### src/rtl/pkg_tpu.sv
// Shared TPU types and constants: the instruction word and default instruction buffer depth.
package pkg_tpu;

  localparam int INSTR_BUF_DEPTH = 64;

  typedef struct packed {
    logic        v;
    logic [6:0]  opcode;
    logic [23:0] operand;
  } instr_t;

endpackage

### src/rtl/instr_buffer_if.sv
// Loader/fetch bus of the instruction buffer; slave is the buffer, master drives it.
interface instr_buffer_if #(
  parameter int DEPTH = pkg_tpu::INSTR_BUF_DEPTH
);
  import pkg_tpu::*;

  localparam int CNT_W = $clog2(DEPTH) + 1;

  logic             I_Clr;
  logic             I_We;
  instr_t           I_Instr;
  logic             O_Full;
  logic             O_Almost_Full;
  logic             O_Ovf;
  logic             I_Re;
  logic             O_Empty;
  instr_t           O_Instr;
  logic [CNT_W-1:0] O_Count;

  modport slave (
    input  I_Clr, I_We, I_Instr, I_Re,
    output O_Full, O_Almost_Full, O_Ovf, O_Empty, O_Instr, O_Count
  );

  modport master (
    output I_Clr, I_We, I_Instr, I_Re,
    input  O_Full, O_Almost_Full, O_Ovf, O_Empty, O_Instr, O_Count
  );

endinterface

### src/rtl/instr_buffer_ram.sv
// Simple dual-port instruction store: one write port, one registered read port (read-first).
module instr_buffer_ram #(
  parameter int DEPTH = pkg_tpu::INSTR_BUF_DEPTH,
  parameter int AW    = $clog2(DEPTH)
) (
  input  logic            clock,
  input  logic            we,
  input  logic [AW-1:0]   waddr,
  input  pkg_tpu::instr_t wdata,
  input  logic            re,
  input  logic [AW-1:0]   raddr,
  output pkg_tpu::instr_t rdata
);
  import pkg_tpu::*;

  instr_t mem [DEPTH];
  instr_t rdata_reg;

  // Same-address read and write returns the old word, which the full-buffer read+write relies on.
  always_ff @(posedge clock) begin
    if (we) mem[waddr] <= wdata;
    if (re) rdata_reg <= mem[raddr];
  end

  assign rdata = rdata_reg;

endmodule

### src/rtl/instr_buffer.sv
// Instruction FIFO feeding the scalar-unit fetch stage: pointers, occupancy and flags around a BRAM store.
module instr_buffer #(
  parameter int DEPTH    = pkg_tpu::INSTR_BUF_DEPTH,
  parameter int AFULL_TH = DEPTH - 4
) (
  input logic           clock,
  input logic           reset,
  instr_buffer_if.slave bus
);
  import pkg_tpu::*;

  localparam int AW    = $clog2(DEPTH);
  localparam int CNT_W = AW + 1;

  logic [AW-1:0]    wptr_reg, rptr_reg;
  logic [CNT_W-1:0] count_reg, count_next;
  logic             ovf_reg;
  logic             rd_valid_reg;
  logic             full, empty;
  logic             wr_ok, rd_ok, wr_drop;
  instr_t           ram_rdata;

  // Flags decode only from the count register, never from the inputs.
  assign full  = (count_reg == CNT_W'(DEPTH));
  assign empty = (count_reg == '0);

  assign rd_ok   = bus.I_Re & ~empty & ~bus.I_Clr;
  assign wr_ok   = bus.I_We & bus.I_Instr.v & (~full | rd_ok) & ~bus.I_Clr;
  assign wr_drop = bus.I_We & bus.I_Instr.v & full & ~rd_ok & ~bus.I_Clr;

  always_comb begin
    count_next = count_reg;
    if (wr_ok && !rd_ok)      count_next = count_reg + 1'b1;
    else if (rd_ok && !wr_ok) count_next = count_reg - 1'b1;
  end

  always_ff @(posedge clock) begin
    if (reset || bus.I_Clr) begin
      wptr_reg     <= '0;
      rptr_reg     <= '0;
      count_reg    <= '0;
      ovf_reg      <= 1'b0;
      rd_valid_reg <= 1'b0;
    end else begin
      if (wr_ok) wptr_reg <= wptr_reg + 1'b1;
      if (rd_ok) rptr_reg <= rptr_reg + 1'b1;
      count_reg    <= count_next;
      rd_valid_reg <= rd_ok;
      if (wr_drop) ovf_reg <= 1'b1;
    end
  end

  instr_buffer_ram #(
    .DEPTH (DEPTH)
  ) u_ram (
    .clock (clock),
    .we    (wr_ok & ~reset),
    .waddr (wptr_reg),
    .wdata (bus.I_Instr),
    .re    (rd_ok & ~reset),
    .raddr (rptr_reg),
    .rdata (ram_rdata)
  );

  // Read data is presented only in the cycle after an accepted read, so v never repeats.
  assign bus.O_Instr       = rd_valid_reg ? ram_rdata : '0;
  assign bus.O_Full        = full;
  assign bus.O_Empty       = empty;
  assign bus.O_Almost_Full = (count_reg >= CNT_W'(AFULL_TH));
  assign bus.O_Ovf         = ovf_reg;
  assign bus.O_Count       = count_reg;

endmodule
### src/flat_wrapper.sv
// flat-port wrapper written by rule: the top's interface ports become plain ports
module instr_buffer_flat import pkg_tpu::*;
#(
  parameter int DEPTH    = pkg_tpu::INSTR_BUF_DEPTH,
  parameter int AFULL_TH = DEPTH - 4
)
  (clock, reset, bus_I_Clr, bus_I_We, bus_I_Instr, bus_I_Re, bus_O_Full, bus_O_Almost_Full, bus_O_Ovf, bus_O_Empty, bus_O_Instr, bus_O_Count);
  instr_buffer_if #(.DEPTH(DEPTH)) bus_i ();
  input logic clock;
  input logic reset;
  input wire logic [$bits(bus_i.I_Clr)-1:0] bus_I_Clr;
  input wire logic [$bits(bus_i.I_We)-1:0] bus_I_We;
  input wire logic [$bits(bus_i.I_Instr)-1:0] bus_I_Instr;
  input wire logic [$bits(bus_i.I_Re)-1:0] bus_I_Re;
  output wire logic [$bits(bus_i.O_Full)-1:0] bus_O_Full;
  output wire logic [$bits(bus_i.O_Almost_Full)-1:0] bus_O_Almost_Full;
  output wire logic [$bits(bus_i.O_Ovf)-1:0] bus_O_Ovf;
  output wire logic [$bits(bus_i.O_Empty)-1:0] bus_O_Empty;
  output wire logic [$bits(bus_i.O_Instr)-1:0] bus_O_Instr;
  output wire logic [$bits(bus_i.O_Count)-1:0] bus_O_Count;
  assign bus_i.I_Clr = bus_I_Clr;
  assign bus_i.I_We = bus_I_We;
  assign bus_i.I_Instr = bus_I_Instr;
  assign bus_i.I_Re = bus_I_Re;
  assign bus_O_Full = bus_i.O_Full;
  assign bus_O_Almost_Full = bus_i.O_Almost_Full;
  assign bus_O_Ovf = bus_i.O_Ovf;
  assign bus_O_Empty = bus_i.O_Empty;
  assign bus_O_Instr = bus_i.O_Instr;
  assign bus_O_Count = bus_i.O_Count;
  instr_buffer #(.DEPTH(DEPTH), .AFULL_TH(AFULL_TH)) u_core (.clock(clock), .reset(reset), .bus(bus_i));
endmodule
### config.mk
export PLATFORM = sky130hd
export DESIGN_NAME = instr_buffer_flat
export DESIGN_NICKNAME = d
export VERILOG_FILES = /design/src/rtl/pkg_tpu.sv /design/src/rtl/instr_buffer_if.sv /design/src/rtl/instr_buffer_ram.sv /design/src/rtl/instr_buffer.sv /design/src/flat_wrapper.sv
export SDC_FILE = /design/constraint.sdc
export NUM_CORES = 2
export LEC_CHECK = 0
export CORE_ASPECT_RATIO = 1.2
export CORE_MARGIN = 3
export CORE_UTILIZATION = 30
export CTS_BUF_LIST = sky130_fd_sc_hd__clkbuf_16
export CTS_CLUSTER_DIAMETER = 50
export DETAILED_ROUTE_END_ITERATION = 16
export GPL_TIMING_DRIVEN = 0
export PLACE_DENSITY = 0.51
export SYNTH_ARGS = -nofsm -noshare
export SYNTH_HDL_FRONTEND = slang
export SYNTH_SLANG_ARGS = --single-unit
### constraint.sdc
create_clock -name clock -period 6.4 [get_ports clock]
set_clock_uncertainty 0.05 [all_clocks]
set_input_delay 1.28 -clock clock [delete_from_list [all_inputs] [get_ports clock]]
set_output_delay 1.28 -clock clock [all_outputs]
set_load 0.02 [all_outputs]
# Word-level counts from Yosys, hierarchy flattened
# Memories as Yosys holds them, arrays and structs flattened. A register that Yosys moved wholly into a read port is not among the register bits.
# Index checks and enable logic that the tools add are counted.
# Widths: inputs -> output; s select.
op_classes:
  add_sub_neg: 4
  n_lt_le_gt_ge: 1
  eq_ne: 1
  mux: 5
  bitwise_logic: 16
  reduce_logical: 7
ops:
  columns: ["cell", "count"]
  rows:
  - ["$mux 32", 1]
  - ["$mux 7", 2]
  - ["$add 6x1->6 const B", 2]
  - ["$and 1x1->1", 10]
  - ["$add 7x1->7 const B", 1]
  - ["$eq 7x7->1 const B", 1]
  - ["$ge 7x6->1 const B", 1]
  - ["$logic_not 7->1", 1]
  - ["$sub 7x1->7 const B", 1]
  - ["$not 1->1", 5]
  - ["$logic_and 1x1->1", 2]
  - ["$logic_not 1->1", 2]
  - ["$mux 1", 2]
  - ["$reduce_bool 2->1", 1]
  - ["$logic_or 1x1->1", 1]
  - ["$or 1x1->1", 1]
totals:
  register_bits: 21
  ram_bits: 2048
  inputBits: 37
  out_inout_bits: 43
  wordCells: 40
  memories: 1
mem_list:
  columns: ["name", "depth", "word_bits", "read_ports", "rd_ports_with_merged_regs", "wr", "line_no", "rtl"]
  rows:
  - ["u_core.u_ram.mem", 64, 32, 1, 1, 1, "instr_buffer_ram.sv:16", "instr_t mem [DEPTH];"]

# Longest topological paths before layout
logic_depth:
  depth_word: 11
  mapped_depth: 13
  ltp_nobuf: 13

# Cells and area by module
# A second synthesis with hierarchy kept.
unflattened:
  hier_cells: 3497
  area_unflattened_um2: 80264.5
modules_own_cells:
  columns: ["module", "n_inst", "cells_per_inst", "area_per_inst_um2", "seq_area_each_um2"]
  rows:
  - ["instr_buffer_ram", 1, 3324, 78835.6, 62459.9]
  - ["instr_buffer", 1, 173, 1428.9, 420.4]

# Worst setup path before layout
# OpenSTA, ideal clock, no wires.
synth_timing:
  kind: "input to register"
  start: "input bus_I_Clr"
  end: "memory u_core.u_ram.mem[48][0] (netlist bit), enable pin"
  arrival_time_ns: 5.359
  t_required_ns: 5.847
  path_slack_ns: 0.488
  stages: 4
  path_buffers: 0
  path_cell_list: "nand3b_1 -> a211oi_2 -> nand4b_1 -> nor4_1"
synth_between:
  elab_chain_cells: 8
synth_lines:
  columns: ["element", "line_no", "rtl"]
  rows:
  - ["start: declaration", "flat_wrapper.sv:11", "input wire logic [$bits(bus_i.I_Clr)-1:0] bus_I_Clr;"]
  - ["$not 1->1 *", "instr_buffer.sv:27, instr_buffer.sv:28", null]
  - ["$and 1x1->1", "instr_buffer.sv:27", "assign rd_ok = bus.I_Re & ~empty & ~bus.I_Clr;"]
  - ["$or 1x1->1", "instr_buffer.sv:28", "assign wr_ok = bus.I_We & bus.I_Instr.v & (~full | rd_ok) & ~bus.I_Clr;"]
  - ["$and 1x1->1", "instr_buffer.sv:28", null]
  - ["$and 1x1->1 *", "instr_buffer.sv:28", null]
  - ["$and 1x1->1 *", "instr_buffer.sv:57", ".we (wr_ok & ~reset),"]
  - ["$mux 1 *", "instr_buffer_ram.sv:21", "if (we) mem[waddr] <= wdata;"]
  - ["$mux 1 (implied by the code) *", "instr_buffer_ram.sv:21", null]
  - ["end: declaration", "instr_buffer_ram.sv:16", null]
# Every way passes the cells marked *; elsewhere a longest branch is shown, timed or not.

==> impl_table.tex <==
\begin{tabular}{lr}
\hline
Metric & Value \\
\hline
\multicolumn{2}{l}{\textbf{Outcome}} \\
\quad Result of the run & finished, violations left \\
\quad Violated checks & max-capacitance violations, max-slew violations \\
\multicolumn{2}{l}{\textbf{Worst hold path}} \\
\quad Path class of the lowest-slack min-delay path & reg2reg \\
\quad Number of stages on the worst hold path & 2 \\
\multicolumn{2}{l}{\textbf{Drt}} \\
\quad Routed vias & around 43000 \\
\quad Detailed-routing iteration count for the pre-antenna-repair pass & 6 \\
\quad Antenna Nets Post-Route & 0 \\
\quad Detailed Route WL & roughly 300000 um \\
\quad DRC violation count after routing & 0 \\
\quad Initial drt markers & 6503 \\
\quad Detail-routed via count per cell & roughly 5.5 \\
\quad Routed WL per cell & 37.6 um \\
\multicolumn{2}{l}{\textbf{Yosys}} \\
\quad Adder and majority gate portion of the synthesized area & less than 1\% \\
\quad Mean Syn Cell Area & between 20 and 25 um2 \\
\quad Number of flops mapped to enable cells by yosys & around 2100 \\
\quad XOR/XNOR share of the synthesized area & less than 1\% \\
\quad Flop and latch count out of synthesis & 2101 \\
\quad Combinational family with the most area after synthesis & multiplexers \\
\quad Library cell with the highest instance count after synthesis & sky130\_fd\_sc\_hd\_\_edfxtp\_1 \\
\quad Synth top cells by count & 2080 x sky130\_fd\_sc\_hd\_\_edfxtp\_1, 485 x sky130\_fd\_sc\_hd\_\_mux4\_2, 179 x sky130\_fd\_sc\_hd\_\_mux2i\_1, 116 x sky130\_fd\_sc\_hd\_\_nor2\_1, 111 x sky130\_fd\_sc\_hd\_\_nand2\_1 \\
\quad Post-synthesis mux area share & 15.8\% \\
\quad Syn Std Cell Area & just over 0.08 mm2 \\
\quad Library cell occupying the most area in the post-synthesis netlist & sky130\_fd\_sc\_hd\_\_edfxtp\_1 \\
\quad Post-Synthesis Net Count & between 3000 and 4000 \\
\quad Synth Area in Simple Gates & 2.09\% \\
\quad Proportion of synthesized flip-flops having asynchronous set or reset & 0\% \\
\quad Number of library cell types mapped by synthesis & 66 \\
\quad Sequential area share after synthesis & 77.8\% \\
\quad Warning count from the yosys run & 0 \\
\quad Most used DFF post-synth & sky130\_fd\_sc\_hd\_\_edfxtp\_1 \\
\quad Gate count after technology mapping & $\sim$3700 \\
\quad Synth top area cells & sky130\_fd\_sc\_hd\_\_edfxtp\_1 77\%, sky130\_fd\_sc\_hd\_\_mux4\_2 14\%, sky130\_fd\_sc\_hd\_\_mux2i\_1 2.2\% \\
\quad Area fraction in compound gates after synthesis & 2.55\% \\
\quad Share of the synthesized area in the top cell type & between 70 and 80\% \\
\multicolumn{2}{l}{\textbf{GRT}} \\
\quad Gr usage total & a little over a fifth \\
\quad First-pass GRT wire length & 392000 um \\
\quad Met1 routing resource usage after global routing & 27.3\% \\
\quad Most used routing layer in global routing & met2 \\
\quad Maximum number of pins on one net before global-route repair & roughly 60 \\
\quad Number of antenna violations at the first check in global routing & 32 \\
\quad Number of global-route vias before repair & between 40000 and 50000 \\
\quad GR met2 Demand/Resource & 35.1\% \\
\quad Leftover overflow at the end of global routing & 0 \\
\quad Met3 GRT Util & under 10\% \\
\multicolumn{2}{l}{\textbf{Placement}} \\
\quad Final weighted congestion of routability-driven global placement & between 0.8 and 0.9 \\
\quad Count of buffers from port buffering & roughly 80 \\
\quad Cell count after placement & around 7500 \\
\quad HPWL after detailed placement & between 200000 and 250000 um \\
\multicolumn{2}{l}{\textbf{STA}} \\
\quad Highest clock rate & 195 MHz \\
\quad Worst slew slack as a fraction of its limit & -8.42\% \\
\quad Final setup violating endpoints & 0 \\
\quad Measured slew at the worst slew-check pin & around 1.6 ns \\
\quad Min Clock Period, post-route & around 5.1 ns \\
\quad Number of failing hold endpoints at the final stage & 0 \\
\quad RSZ-0062 raised after global routing & false \\
\quad Fin crit share & approximately 80\% \\
\quad Final count of pins violating max slew & 32 \\
\quad Setup Total Neg Slack & 0 ns \\
\multicolumn{2}{l}{\textbf{Power and ir drop}} \\
\quad Power density cells & 292 mW/mm2 \\
\quad Overall power after layout & about 28000 uW \\
\quad Worst IR Drop VDD & roughly 200 uV \\
\quad Static leakage & 0.0293 uW \\
\multicolumn{2}{l}{\textbf{Clock network}} \\
\quad Clock sink count & between 2000 and 2500 \\
\quad Maximum root-to-sink buffer count & 4 \\
\quad Clock transition at the register clock pins on the worst setup and hold paths after CTS & about 0.060 ns \\
\quad TritonCTS clock tree & yes \\
\quad Buffer type at the clock tree root & sky130\_fd\_sc\_hd\_\_clkbuf\_16 \\
\quad Hold buffer count at cts & 0 \\
\quad Cts bufs inserted & 213 \\
\quad Clock latency on the worst-skew pair & $\sim$0.84 ns \\
\quad H-Tree Depth & 4 \\
\quad Post-CTS Repair Setup Buffers & 0 \\
\quad Cts repair resizes & 0 \\
\multicolumn{2}{l}{\textbf{Worst setup path}} \\
\quad Endpoint kind of the worst setup timing path & flip-flop \\
\quad CP arrival & 5.68 ns \\
\quad Req. time, crit path & between 6 and 7 ns \\
\quad Crit path kind & reg2reg \\
\quad Worst-path maximum fanout & 10 \\
\quad Kind of start point of the critical path & flip-flop \\
\quad Number of cells on the worst reg-to-reg path & 7 \\
\multicolumn{2}{l}{\textbf{Job}} \\
\quad Number of maximum-capacitance constraint violations & 3 \\
\multicolumn{2}{l}{\textbf{Cells and area}} \\
\quad Flip-flop count of the largest register after layout & approximately 2000 \\
\quad Area added between synthesis and finish & 19.3\% \\
\quad Non-Filler Instances & 7889 \\
\quad Layout cell share with drive strength beyond 1 & between 20\% and 30\% \\
\quad Final-stage net count & $\sim$4200 \\
\quad Fin util & 36.0\% \\
\quad Total of fill cells in the finished design & around 24000 \\
\multicolumn{2}{l}{\textbf{Die}} \\
\quad FP Rows & 208 \\
\quad Area of the core region & approximately 0.27 mm2 \\
\quad Die Area & approximately 0.28 mm2 \\
\quad Boundary Pins & 80 \\
\quad Die X & roughly 480 um \\
\quad Initial core utilization & $\sim$30\% \\
\quad Die Ht & 575 um \\
\hline
\end{tabular}
[final cells by class]
| cell class | instances | area [um2] | share of cell area, % |
|---|---|---|---|
| repair buffers | 257 | 4100 | 4.25 |
| multi-input cells | 1355 | 17300 | 17.9 |
| clock inverters | 155 | 1100 | 1.14 |
| plain buffers | 210 | 1170 | 1.22 |
| well taps | 3570 | 4470 | 4.63 |
| flip-flops and latches | 2101 | 62900 | 65.2 |
| inverters | 9 | 33.8 | 0.0350 |
| clock buffers | 216 | 5410 | 5.60 |
| diodes | 16 | 40.0 | 0.0415 |
[cells in the final DEF, fill, tap and decap left out, drive strengths merged, types with 8 or more instances in the layout]
cell type / n
edfxtp: 2080
mux4: 485
buf: 337
clkbuf: 298
mux2i: 179
nor2: 116
nand2: 111
clkinv: 84
a21oi: 74
inv: 66
o21ai: 59
and2: 47
clkdlybuf4s50: 47
o221ai: 32
nand3: 25
o22ai: 24
dfxtp: 21
a2111oi: 20
diode: 16
a221oi: 15
a22oi: 13
bufinv: 13
a211oi: 11
nand3b: 8
a211o: 8
xor2: 8
ha: 8
nor2b: 8
nor3: 8
[path summary, 6_finish.rpt]
| kind | from | to | slack [ns] |
|---|---|---|---|
| worst max-delay path | u_core.rptr_reg[3] | u_core.u_ram.rdata[3] | 1.26 |
| worst min-delay path | u_core.bus.O_Ovf | u_core.bus.O_Ovf | 0.45 |
| worst max register to register | u_core.rptr_reg[3] | u_core.u_ram.rdata[3] | 1.26 |
| worst min register to register | u_core.bus.O_Ovf | u_core.bus.O_Ovf | 0.45 |
[routing by layer]
layer | vias up | routed length [um]
li1 | 16500 | -
met1 | 23900 | 112000
met2 | 2507 | 145000
met3 | 555 | 26100
met4 | 12 | 14300
met5 | - | 59
[power by group]
group / internal, uW / switching, uW
Combinational: 394 / 704
Clock: 6620 / 5340
Sequential: 15100 / 8.00
Total: 22100 / 6050
[cell families after synthesis]
kind of cell | after synthesis
compound gates | 303
xor+xnor | 15
fa+ha+maj | 9
buf+inv | 219
flops | 2101
mux | 671
simple gates | 357
[per-stage QoR]
| stage | setup WS (ns) | hold slack [ns] | instance area (um2) |
|---|---|---|---|
| finish | 1.26 | 0.448 | 96500 |
| global route | 1.25 | 0.468 | 96500 |
| CTS | 1.48 | 0.448 | 96500 |
| detailed placement | 0.590 | 0.427 | 90000 |
| global placement | -10.69 | 0.418 | 86100 |
| floorplan | 0.488 | 0.505 | 80900 |
[critical path: stages (launching register included)]
cell and delay, ns:
sky130_fd_sc_hd__dfxtp_1 0.36, sky130_fd_sc_hd__clkbuf_1 0.44, sky130_fd_sc_hd__clkbuf_1 0.96, sky130_fd_sc_hd__clkbuf_1 0.98, sky130_fd_sc_hd__clkbuf_1 0.75, sky130_fd_sc_hd__a21oi_1 0.12
sky130_fd_sc_hd__o21ai_0 1.00, sky130_fd_sc_hd__o32ai_1 0.16
Power figures use the tool's default switching activity.
